**src/rtl/instr_prefetch_buffer.sv**
```systemverilog
// Instruction prefetch buffer: streams sequential words ahead of the core PC into an in-order FIFO.
// Define PF_BYPASS_EN to forward a live response straight to a core waiting on an empty FIFO.
module instr_prefetch_buffer #(
    parameter int unsigned DEPTH           = 4,
    parameter int unsigned MAX_OUTSTANDING = 2
) (
    input  logic        clk,
    input  logic        rst,
    input  logic        i_core_rd_en,
    input  logic [31:0] i_core_addr,
    output logic        o_core_ready,
    output logic [31:0] o_core_data,
    output logic        o_mem_req,
    output logic [31:0] o_mem_addr,
    input  logic        i_mem_gnt,
    input  logic        i_mem_rvalid,
    input  logic [31:0] i_mem_rdata
);
    localparam int unsigned AW = (DEPTH > 1) ? $clog2(DEPTH) : 1;
    localparam int unsigned CW = AW + 1;
    localparam int unsigned OW = $clog2(MAX_OUTSTANDING + 1);

    typedef enum logic {
        IDLE   = 1'b0,
        STREAM = 1'b1
    } state_t;

    state_t        state;
    state_t        state_next;
    logic [31:0]   fifo_mem [DEPTH];
    logic [AW-1:0] rd_ptr;
    logic [AW-1:0] wr_ptr;
    logic [CW-1:0] count;
    logic [OW-1:0] outstanding;
    logic [OW-1:0] drop;
    logic [31:0]   head_addr;
    logic [31:0]   fetch_addr;
    logic [31:0]   last_data;

    logic addr_match;
    logic redirect;
    logic hit;
    logic bypass;
    logic resp;
    logic resp_live;
    logic push;
    logic credit;
    logic grant;

    // Hit/redirect decode, issue credit and the zero-latency core response path
    always_comb begin
        addr_match = (i_core_addr == head_addr);
        redirect   = (state == STREAM) && i_core_rd_en && !addr_match;
        hit        = (state == STREAM) && i_core_rd_en && addr_match && (count != '0);
        // Responses with nothing outstanding (e.g. after reset) are ignored
        resp       = i_mem_rvalid && (outstanding != '0);
        resp_live  = resp && (drop == '0) && !redirect;
`ifdef PF_BYPASS_EN
        bypass     = (state == STREAM) && i_core_rd_en && addr_match && (count == '0) && resp_live;
`else
        bypass     = 1'b0;
`endif
        push       = resp_live && !bypass;
        credit     = ((32'(count) + 32'(outstanding) - 32'(drop)) < DEPTH)
                     && (32'(outstanding) < MAX_OUTSTANDING);
        o_mem_req  = (state == STREAM) && !redirect && credit;
        o_mem_addr = fetch_addr;
        grant      = o_mem_req && i_mem_gnt;

        o_core_ready = hit || bypass;
        o_core_data  = last_data;
        if (hit) begin
            o_core_data = fifo_mem[rd_ptr];
        end else if (bypass) begin
            o_core_data = i_mem_rdata;
        end
    end

    always_ff @(posedge clk) begin
        if (rst) begin
            state <= IDLE;
        end else begin
            state <= state_next;
        end
    end

    always_comb begin
        state_next = state;
        case (state)
            IDLE:    if (i_core_rd_en) state_next = STREAM;
            STREAM:  state_next = STREAM;
            default: state_next = IDLE;
        endcase
    end

    // Pointer, address and credit bookkeeping
    always_ff @(posedge clk) begin
        if (rst) begin
            rd_ptr      <= '0;
            wr_ptr      <= '0;
            count       <= '0;
            outstanding <= '0;
            drop        <= '0;
            head_addr   <= '0;
            fetch_addr  <= '0;
            last_data   <= '0;
        end else begin
            last_data <= o_core_data;
            if (state == IDLE) begin
                if (i_core_rd_en) begin
                    head_addr  <= i_core_addr;
                    fetch_addr <= i_core_addr;
                end
            end else if (redirect) begin
                // Everything still in flight belongs to the abandoned stream
                rd_ptr      <= '0;
                wr_ptr      <= '0;
                count       <= '0;
                drop        <= outstanding - OW'(resp);
                outstanding <= outstanding - OW'(resp);
                head_addr   <= i_core_addr;
                fetch_addr  <= i_core_addr;
            end else begin
                if (grant) begin
                    fetch_addr <= fetch_addr + 32'd4;
                end
                if (push) begin
                    wr_ptr <= wr_ptr + AW'(1);
                end
                if (hit) begin
                    rd_ptr <= rd_ptr + AW'(1);
                end
                if (hit || bypass) begin
                    head_addr <= head_addr + 32'd4;
                end
                if (push && !hit) begin
                    count <= count + CW'(1);
                end else if (hit && !push) begin
                    count <= count - CW'(1);
                end
                if (grant && !resp) begin
                    outstanding <= outstanding + OW'(1);
                end else if (resp && !grant) begin
                    outstanding <= outstanding - OW'(1);
                end
                if (resp && (drop != '0)) begin
                    drop <= drop - OW'(1);
                end
            end
        end
    end

    always_ff @(posedge clk) begin
        if (!rst && push) begin
            fifo_mem[wr_ptr] <= i_mem_rdata;
        end
    end

    a_no_push_when_full: assert property (@(posedge clk) disable iff (rst)
        !(push && !hit && (count == CW'(DEPTH))));

endmodule
```
**config.mk**
```make
export PLATFORM = sky130hd
export DESIGN_NAME = instr_prefetch_buffer
export DESIGN_NICKNAME = d
export VERILOG_FILES = /design/src/rtl/instr_prefetch_buffer.sv
export SDC_FILE = /design/constraint.sdc
export NUM_CORES = 1
export LEC_CHECK = 0
export ABC_AREA = 1
export BUFFER_PORTS_ARGS = -buffer_cell sky130_fd_sc_hd__buf_2
export CORE_UTILIZATION = 53
export CTS_CLUSTER_DIAMETER = 50
export CTS_CLUSTER_SIZE = 28
export DETAILED_ROUTE_END_ITERATION = 7
export PLACE_DENSITY = 0.79
export SYNTH_ARGS = -nofsm -noshare
export SYNTH_HDL_FRONTEND = slang
export SYNTH_SLANG_ARGS = --single-unit
```
**constraint.sdc**
```tcl
create_clock -name clk -period 3.25 [get_ports clk]
set_clock_uncertainty 0.2 [all_clocks]
set_input_delay 0.325 -clock clk [delete_from_list [all_inputs] [get_ports clk]]
set_output_delay 0.325 -clock clk [all_outputs]
set_load 0.005 [all_outputs]
```
==> Word-level counts from Yosys, hierarchy flattened <==
Memories as Yosys holds them, arrays and structs flattened. A register that Yosys moved wholly into a read port is not among the register bits.
Index checks and enable logic that the tools add are counted.
{ "word_totals": {"in_bits": 69, "mem_count": 1, "ram_bits": 128, "out_inout_bits": 66, "ff_bits": 108, "latchBits": 0, "mem_bits_ro": 0} }
{ "memory_table": {"columns": ["memory", "words", "width", "rd", "rd_clocked_by_memory_dff", "wr", "line", "rtl"], "rows": [
  ["fifo_mem", 4, 32, 1, 1, 1, "30", "logic [31:0] fifo_mem [DEPTH];"]
]} }
{ "op_classes": {"eq_ne": 3, "mux": 26, "n_reduce_logical": 41, "order_cmp": 2, "div_mod_pow": 0, "addsub": 12, "shift": 0, "multipliers": 0, "bitwise_logic": 1} }
{ "ops": {"columns": ["cell", "count"], "rows": [
  ["$mux 32", 8],
  ["$add 32x3->32 const B", 2],
  ["$eq 32x32->1", 1],
  ["$lt 32x3->1 const B", 1],
  ["$mux 2", 11],
  ["$logic_and 1x1->1", 17],
  ["$reduce_and 2->1", 7],
  ["$reduce_bool 2->1", 6],
  ["$mux 3", 3],
  ["$reduce_bool 3->1", 3],
  ["$logic_not 1->1", 7],
  ["$add 2x1->2 const B", 3],
  ["$ne 3x1->1 const B", 2],
  ["$sub 4x2->5", 1],
  ["$add 3x2->4", 1],
  ["$sub 2x1->2 const B", 2],
  ["$add 3x1->3 const B", 1],
  ["$mux 1", 3],
  ["$sub 3x1->3 const B", 1],
  ["$logic_not 2->1", 1],
  ["$lt 2x2->1 const B", 1],
  ["$pmux 1 s2", 1],
  ["$sub 2x1->2", 1],
  ["$not 1->1", 1]
]} }

==> Longest topological paths before layout <==
Gate-level depths: netlist of the first run.
{ "logic_depth": {"ltp_word": 12, "mapped_depth": 17, "mapped_depth_nobuf": 17} }

==> Worst setup path after synthesis of the first run <==
OpenSTA, ideal clock, no wires.
{ "synth_path": {"path_type": "register to register", "start": "reg head_addr[23]", "end": "mem fifo_mem[0][0], enable pin", "path_stages_with_launch": 11, "setup_time_ns": 0.421, "path_buffers": 1, "synth_period_minus_slack_ns": 3.265, "arrival_ns": 2.644, "setup_slack_ns": -0.015, "path_cell_list": "dfxtp_1 > xnor2_1 > nand2_1 > nor2_1 > nand2_1 > nor2_2 > nand2_2 > nand2_4 > buf_6 > nand3_1 > nor2_1"} }
{ "synth_between": {"elab_chain_len": 8} }
{ "synth_rtl": {"columns": ["element", "line", "rtl"], "rows": [
  ["start, declared", "36", "logic [31:0] head_addr;"],
  ["start signal, assigned", "111", "head_addr <= i_core_addr;"],
  ["start signal, assigned", "121", "head_addr <= i_core_addr;"],
  ["start signal, assigned", "134", "head_addr <= head_addr + 32'd4;"],
  ["$eq 32x32->1", "52", "addr_match = (i_core_addr == head_addr);"],
  ["$logic_not 1->1", "53", "redirect = (state == STREAM) && i_core_rd_en && !addr_match;"],
  ["$logic_and 1x1->1", "53", null],
  ["$logic_not 1->1", "57", "resp_live = resp && (drop == '0) && !redirect;"],
  ["$logic_and 1x1->1", "57", null],
  ["$logic_and 1x1->1", "154", "if (!rst && push) begin"],
  ["$mux 1", "154", null],
  ["$mux 1 (not written as such)", "155", "fifo_mem[wr_ptr] <= i_mem_rdata;"],
  ["end, declared", "30", null]
]} }
No other way between the ends.

==> Worst setup path in the final report of the first run <==
{ "layout_path": {"start": "in i_core_addr[31]", "end": "out o_core_data[0]"} }
{ "layout_between": {"elab_chain_len": 4} }
{ "layout_rtl": {"columns": ["element", "line", "rtl"], "rows": [
  ["start, declared", "10", "input logic [31:0] i_core_addr,"],
  ["$eq 32x32->1", "52", null],
  ["$logic_and 1x1->1 (2 in a row)", "54", "hit = (state == STREAM) && i_core_rd_en && addr_match && (count != '0);"],
  ["$mux 32", "72", "if (hit) begin"],
  ["end, declared", "12", "output logic [31:0] o_core_data,"]
]} }
No other way between the ends.

==> results.txt, run 1 <==
GRT Util Overall = 26.29%
Hold Slack = 0.03169 ns
Pre-CTS WS = 0.2532 ns
# diodes = 0
Most frequent cells in the layout = 233 x nand2_1, 150 x inv_1, 144 x nor2_1, 134 x buf_2, 128 x edfxtp_1
IO Pins = 135
Flop pwr share = 47.5%
Mapped cell area = 11750 sq um
Starting Density = 54.01%
Setup ws final = 0.07903 ns
Remaining global-route overflow = 0
Core Util, Final = 65.11%
Crit. End Element = output port
Post-route setup TNS = 0 ns
Die height = 150.9 um
Vias in the first global route = 9468
Syn nets = 1449
H-tree depth = 1
Fin. Hold Viols = 0
Highest clock rate = 315.4 MHz
Antenna-violating nets left = 0
Cell accounting for the most synthesized area = edfxtp_1
Most common cell after layout, fill and taps aside = nand2_1
Pins over their slew limit = 0
Largest net degree at the start of global routing = 65
Slew Limit Headroom = 48.03%
Post-Syn Area per Cell = 8.603 sq um
Yosys cell types = 44
Register bit total from synthesis = 236
Total CTS buffers = 25
Initial drt markers = 813
Clock Power Share = 40.8%
RSZ-0062 raised after global routing = true
Area growth, synth to finish = 20.54%
Peak supply drop = 461.3 uV
WP data required = 2.72 ns
Clk_lat worst skew = 0.53 ns
Detailed Route WL = 31.06 mm
Root Driver = clkbuf_16
Pleak = 5.817 nW
Least-Margin Pin Slew = 0.7795 ns
Worst Hold Class = in -> reg
Post-route DRC = 0
Core Region = 21760 sq um
Combinational power share = 11.6%
Clock sinks = 236
Final Setup Violations = 0
Post-route cell area = 14160 sq um
Internal power = 0.005116 W
Die W = 150.9 um
YS warnings = 0
Mapped Cells = 1366
Power Density = 497.8 nW/um^2
Avg WL per Cell = 16.89 um
Layout cells sized above 1 = 16.61%
Layout Nets = 1624
Dpl cell area = 12670 sq um
DR vias/cell = 5.539
Num rows = 54
CTS tree = built
Sw power = 0.001935 W
Clk slew on worst S/H paths = 0.06 ns
CP startpoint kind = input pin
First-pass GRT wire length = 46.99 mm
DR vias = 10186
Sequential fraction of the synthesis area = 51.11%
Drt first pass iters = 5
Bufs on Longest Clock Path = 3
Period minus WS final = 3.171 ns
Synth area leaders = edfxtp_1 33%, dfxtp_1 18%, nand2_1 7.4%
WS Path Type = in -> out
Final worst path period share = 97.57%
GPL Wtd Cong = 0.8661
Die area = 22770 sq um
Status = finished, final reports clean
Buffers on Ports = 134
# Max-Cap Violations = 0
Crit path max fanout = 23
Register-to-Register Setup Slack = 0.24 ns
Switching share of power = 27.45%
Post-DP HPWL = 19.18 mm
Initial antenna violation count = 0
Worst endpoint data arrival time = 2.65 ns
Post-synth top area share = 32.71%
## power by group through the flow
stage	combinational (W)	clock (W)	sequential, W
after global routing	0.000917	0.00301	0.00336
after detailed placement	0.000743	0	0.00341
after CTS	0.000801	0.00290	0.00335
after global placement	0.000722	0	0.00341
after floorplan	0.000524	0	0.00338
final	0.000821	0.00288	0.00335
## metal layers
| layer | GRT usage (%) | up-vias | share of wire (%) |
|---|---|---|---|
| li1 | - | 4932 | - |
| met1 | 35.04 | 4739 | 42 |
| met2 | 43.90 | 446 | 48 |
| met3 | 3.855 | 69 | 7.8 |
| met4 | 8.700 | 0 | 2.7 |
| met5 | 0 | - | 0 |
## cells by family after synthesis
| logic type | synth area share [%] |
|---|---|
| buffers and inverters | 8.252 |
| xor gates and xnor gates | 5.643 |
| AOI/OAI and AO/OA | 15.00 |
| DFF | 51.11 |
| adders and majority gates | 1.618 |
| and+or+nand+nor | 18.38 |
## worst paths after layout
kind,to,cells past startpoint,from
setup reg to reg,o_mem_addr[30],16,outstanding[1]
setup / recovery,o_core_data[0],16,i_core_addr[31]
hold reg to reg,count[1],2,count[1]
hold / removal,head_addr[24],3,i_core_addr[24]
## flip-flops by register name, indices dropped and copies added (netlist names), named ones only
register and flops:
last_data 32, drop 2, head_addr 31, o_mem_addr 31, fifo_mem 128, state 1, wr_ptr 2, rd_ptr 2
outstanding 2, count 3
## critical path: stages
cell and delay (ns):
dlygate4sd3_1 0.53, buf_2 0.15, inv_1 0.07, nand2_1 0.05, nand2_1 0.05, nand2_1 0.05
nor2_1 0.15, nand2_1 0.13, nor2_4 0.17, nand3_4 0.14, inv_8 0.14, buf_12 0.16
or2_2 0.14, inv_1 0.06, a21oi_1 0.17, buf_2 0.15
## metrics by stage
| step | total power (W) | cells |
|---|---|---|
| 2_1_floorplan | 0.003909 | 1366 |
| 3_3_place_gp | 0.004131 | 1738 |
| 3_5_place_dp | 0.004156 | 1738 |
| 4_1_cts | 0.007050 | 1836 |
| 5_1_grt | 0.007287 | 1839 |
| 6_report | 0.007051 | 1839 |
## cells in the mapped netlist, drive strengths merged
cell	number
ha	12
a21oi	76
inv	157
o21a	4
dfxtp	108
a31oi	18
nand3	34
xor2	45
o31ai	1
o41ai	1
or2	34
xnor2	29
and3	1
nor4	5
o21bai	3
buf	36
nor2	151
clkinv	1
o22ai	33
nand4	8
nor3	30
nand2	240
fa	2
o21ai	144
clkbuf	30
edfxtp	128
a211oi	35
## area by class of cell
class,instances,area [sq um]
Fill cell,1737,7591
Sequential cell,236,6012
Multi-Input combinational cell,906,4840
Timing Repair Buffer,214,1531
Clock buffer,28,636.9
Inverter,158,609.3
Tap cell,280,350.3
Clock inverter,17,185.2
## what timing repair did
item,CTS,global route
hold endpoints to repair,149,0
gates cloned,0,3
pin swaps,0,3
hold buffers,53,0
endpoints found under the setup margin,6,41
resized for setup,1,21
buffers inserted,0,0
No activity file was read; power rests on OpenSTA's default activity.
==> run 2: changes to the inputs <==
- CTS_BUF_LIST: not set -> sky130_fd_sc_hd__clkbuf_16
==> run 2 against run 1 <==
- register-to-register slack better by 0.02 ns
- count of clock-buffer cells in the layout fell by 3
- routed wire length is 0.15% higher
- worst hold slack improved by 0.00098 ns
- die area unchanged
- critical path depth stayed put
- sequential cell count is the same
- largest cell class unchanged
- highest routed layer unchanged
==> results.txt, run 2 (synthesis gave the netlist of run 1 again) <==
Status = finished, final reports clean
Pleak = 5.829 nW
Multi-input logic area = 4840 sq um
Post-route setup TNS = 0 ns
Post-route DRC = 0
Bufs on Longest Clock Path = 3
Num rows = 54
Remaining global-route overflow = 0
Initial antenna violation count = 0
Hold endpoint = head_addr[24]
Layout Nets = 1624
Clk slew on worst S/H paths = 0.06 ns
CTS tree = built
CP most frequent cell = nand2_1
Starting Density = 54.01%
GRT Util Overall = 26.29%
Max reg flops = 128
Antenna-violating nets left = 0
RSZ-0062 raised after global routing = true
Vias in the first global route = 9471
Storage element area = 6012 sq um
Clk_lat worst skew = 0.53 ns
Most common cell after layout, fill and taps aside = nand2_1
DR vias/cell = 5.550
Hold wc startpoint = i_core_addr[24]
H-tree depth = 1
Total CTS buffers = 25
Top flop regs = fifo_mem x128, last_data x32
Highest clock rate = 314.4 MHz
Hold Path Depth = 3
Least-Margin Pin Slew = 0.7722 ns
CP startpoint kind = input pin
Layout cells sized above 1 = 16.61%
DR vias = 10206
# diodes = 0
Finished Layout Cells = 1839
Post-DP HPWL = 19.18 mm
Slowest-stage cell, CP = dlygate4sd3_1
R2R cell count = 16
Area growth, synth to finish = 20.54%
First-pass GRT wire length = 46.99 mm
R2r endpoint = o_mem_addr[30]
Core Region = 21760 sq um
IO Pins = 135
Die W = 150.9 um
Crit. End Element = output port
Detailed Route WL = 31.11 mm
Avg WL per Cell = 16.92 um
Largest net degree at the start of global routing = 65
Initial drt markers = 817
Slew Limit Headroom = 48.52%
Largest Register = fifo_mem
Final Setup Violations = 0
R2R Path Start = outstanding[1]
Post-CTS setup buffer count = 0
WS Path Type = in -> out
Worst endpoint data arrival time = 2.66 ns
Worst stage delay on the critical path = 0.53 ns
Worst-path cell chain = dlygate4sd3_1 > buf_2 > inv_1 > nand2_1 > nand2_1 > nand2_1 > nor2_1 > nand2_1 > nor2_4 > nand3_4 > inv_8 > buf_12 > or2_2 > inv_1 > a21oi_1 > buf_2
Final worst path period share = 97.86%
Drt first pass iters = 5
Crit path max fanout = 23
Die area = 22770 sq um
Peak supply drop = 461.4 uV
Buffers on Ports = 134
Clock sinks = 236
Worst Hold Class = in -> reg
Core Util, Final = 65.11%
GPL Wtd Cong = 0.8661
Root Driver = clkbuf_16
Die height = 150.9 um
Most frequent cells in the layout = 233 x nand2_1, 153 x inv_1, 144 x nor2_1, 134 x buf_2, 128 x edfxtp_1
Pins over their slew limit = 0
# Max-Cap Violations = 0
Filler cells = 1737
Register-to-Register Setup Slack = 0.26 ns
Dpl cells = 1738
Hold Slack = 0.03267 ns
Fin. Hold Viols = 0
Tot Pwr = 0.007041 W
Power Density = 497.1 nW/um^2
WP data required = 2.72 ns
Period minus WS final = 3.180 ns
-- run 2: changes by cell type in the layout (fill, tap and decap cells not counted), sizes merged --
cell    delta
clkbuf     -3
inv        +3
-- run 2: repair_timing --
| item | 4_1_cts | 5_1_grt |
|---|---|---|
| hold buffers | 53 | 0 |
| gates cloned | 0 | 3 |
| endpoints found under the hold margin | 149 | 0 |
| resized for setup | 1 | 21 |
| pin swaps | 0 | 3 |
| setup endpoints to repair | 6 | 41 |
-- run 2: power breakdown --
part	switching, W	total [W]	internal (W)
sequential	0.000118	0.00335	0.00323
clock	0.00132	0.00287	0.00155
combinational	0.000498	0.000820	0.000322
total	0.00194	0.00704	0.00511
-- run 2: final cells by class --
class	instances	area share (%)
flip-flops and latches	236	42.44
multi-input cells	906	34.17
clock inverters	20	1.387
inverters	158	4.302
well taps	280	2.473
clock buffers	25	4.417
repair buffers	214	10.81
-- run 2: worst max-delay path by stage --
stage | from | end | depth (start not counted)
2_1_floorplan | head_addr[23] | fifo_mem[0][0] | 10
3_3_place_gp | outstanding[1] | o_mem_addr[23] | 17
3_5_place_dp | outstanding[1] | o_mem_addr[23] | 17
4_1_cts | i_core_addr[1] | o_core_data[4] | 14
5_1_grt | i_core_addr[0] | o_core_data[0] | 14
6_report | i_core_addr[31] | o_core_data[0] | 16
-- run 2: stage by stage --
step | cell area [sq um] | worst slack (ns)
floorplan | 11750 | -0.01497
global placement | 12670 | 0.2973
detailed placement | 12670 | 0.2532
CTS | 14020 | 0.01042
global route | 14160 | -0.04654
finish | 14160 | 0.06958
-- run 2: critical path: cells and delay by family --
kind                   cells  cell delay [ns]
and+or+nand+nor            8             0.88
buffers and inverters      7             1.26
AOI/OAI and AO/OA          1             0.18
-- run 2: routing by layer --
| metal | track usage, % | part of all wire [%] | vias up |
|---|---|---|---|
| met5 | 0 | 0 | - |
| met4 | 8.700 | 2.8 | 0 |
| met3 | 3.855 | 7.6 | 75 |
| met2 | 43.90 | 48 | 452 |
| met1 | 35.04 | 42 | 4745 |
| li1 | - | - | 4934 |
==> run 3: changes to the inputs <==
- BUFFER_PORTS_ARGS: -buffer_cell sky130_fd_sc_hd__buf_2 -> -buffer_cell sky130_fd_sc_hd__clkbuf_2
==> run 3 against run 2 <==
- via count is essentially flat
- worst hold slack improved by 0.021 ns
- maximum frequency up 3.0%
- first-iteration DRC count down 16%
- largest cell class unchanged
==> results.txt, run 3 (synthesis gave the netlist of run 1 again) <==
Crit path max fanout = 24
R2R cell count = 17
Final worst path period share = 95.00%
Worst Hold Class = in -> reg
Met3 wire length = 2.371 mm
Most common cell after layout, fill and taps aside = nand2_1
Pre-CTS WS = 0.2644 ns
# Max-Cap Violations = 0
Avg WL per Cell = 16.34 um
Antenna-violating nets left = 0
Die height = 150.9 um
Worst-path cell chain = dlygate4sd3_1 > clkbuf_2 > xnor2_1 > nand2_1 > nor2_1 > nand2_1 > nor2_4 > nand3_4 > inv_8 > buf_12 > or2_2 > inv_1 > a21oi_2 > clkbuf_2
Initial drt markers = 687
Fin. Hold Viols = 0
Status = finished, final reports clean
Register-to-Register Setup Slack = 0.29 ns
Highest clock rate = 323.9 MHz
Area growth, synth to finish = 21.65%
# diodes = 0
Final Setup Violations = 0
DR WL met2 = 14.38 mm
GRT Util Overall = 25.99%
Buffers on Ports = 134
Peak supply drop = 462.0 uV
Period minus WS final = 3.088 ns
DR vias = 10204
Total CTS buffers = 28
Num rows = 54
Starting Density = 54.01%
Finished Layout Cells = 1850
Worst endpoint data arrival time = 2.56 ns
Max reg flops = 128
Met1 wire length = 12.60 mm
Crit path buf inv count = 6
Crit path depth = 14
Largest Register = fifo_mem
Die W = 150.9 um
GPL Wtd Cong = 0.8867
Crit. End Element = output port
H-tree depth = 1
WP data required = 2.72 ns
Vias in the first global route = 9568
Core Region = 21760 sq um
Pins over their slew limit = 0
Bufs on Longest Clock Path = 3
Initial antenna violation count = 0
Post-DP HPWL = 18.79 mm
Worst stage delay on the critical path = 0.56 ns
Slowest-stage cell, CP = dlygate4sd3_1
Layout cells sized above 1 = 17.20%
Largest net degree at the start of global routing = 65
Least-Margin Pin Slew = 0.7830 ns
Dpl cells = 1741
Most frequent cells in the layout = 233 x nand2_1, 150 x inv_1, 144 x nor2_1, 133 x clkbuf_2, 128 x edfxtp_1
Detailed Route WL = 30.22 mm
Drt first pass iters = 5
Setup ws final = 0.1624 ns
Hold Path Depth = 5
Delay-heaviest family, CP = buffers and inverters
RSZ-0062 raised after global routing = true
Die area = 22770 sq um
Clock sinks = 236
Layout Nets = 1631
CTS tree = built
Top flop regs = fifo_mem x128, last_data x32
Clk_lat worst skew = 0.54 ns
WS Path Type = in -> out
Remaining global-route overflow = 0
First-pass GRT wire length = 46.66 mm
CP startpoint kind = input pin
Root Driver = clkbuf_16
Post-route DRC = 0
Power Density = 519.0 nW/um^2
Tot Pwr = 0.007420 W
Pleak = 5.865 nW
Clk slew on worst S/H paths = 0.06 ns
IO Pins = 135
DR vias/cell = 5.516
Slew Limit Headroom = 47.80%
Post-route setup TNS = 0 ns
DR top layer = met4
[run 3: area by class of cell]
| cell class | instances | area [sq um] |
|---|---|---|
| Multi-Input combinational cell | 906 | 4840 |
| Sequential cell | 236 | 6012 |
| Clock inverter | 23 | 252.7 |
| Clock buffer | 29 | 725.7 |
| Timing Repair Buffer | 218 | 1506 |
| Tap cell | 280 | 350.3 |
| Inverter | 158 | 608.1 |
| Fill cell | 1665 | 7461 |
[run 3: routing by layer]
metal	vias up	GRT usage, %
met3	72	4.759
li1	4948	-
met5	-	0
met2	397	43.74
met1	4787	33.87
met4	0	8.200
[run 3: tightest hold or removal path, delay by kind of cell]
kind / cells / cell delay [ns]
AO/OA/AOI/OAI: 1 / 0.10
AND/OR/NAND/NOR: 3 / 0.23
buffers and inverters: 1 / 0.10
[run 3: worst paths after layout]
check / endpoint / from
min: o_mem_addr[4] / i_core_addr[4]
max reg2reg: o_mem_addr[23] / count[1]
min reg2reg: rd_ptr[1] / rd_ptr[1]
max: o_core_data[12] / i_core_addr[8]
[run 3: power by group]
group | internal, W | leakage, nW | total [W] | switching, W
combinational | 0.000323 | 3.34 | 0.000821 | 0.000499
clock | 0.00185 | 0.484 | 0.00325 | 0.00139
sequential | 0.00323 | 2.04 | 0.00335 | 0.000116
[run 3: repair_timing]
item	CTS	global route
pin swaps	0	5
setup endpoints to repair	8	44
buffers inserted	0	1
resized for setup	4	22
endpoints found under the hold margin	153	0
cloned	0	2
hold buffers	54	0
[run 3: through the flow]
step / instance area [sq um] / hold WS, ns / util (%)
global route: 14300 / 0.08786 / 65.71
floorplan: 11750 / 0.2239 / -
CTS: 14170 / 0.03080 / 65.15
global placement: 12640 / 0.2420 / 58.10
detailed placement: 12640 / 0.2528 / 58.10
finish: 14300 / 0.05326 / 65.71
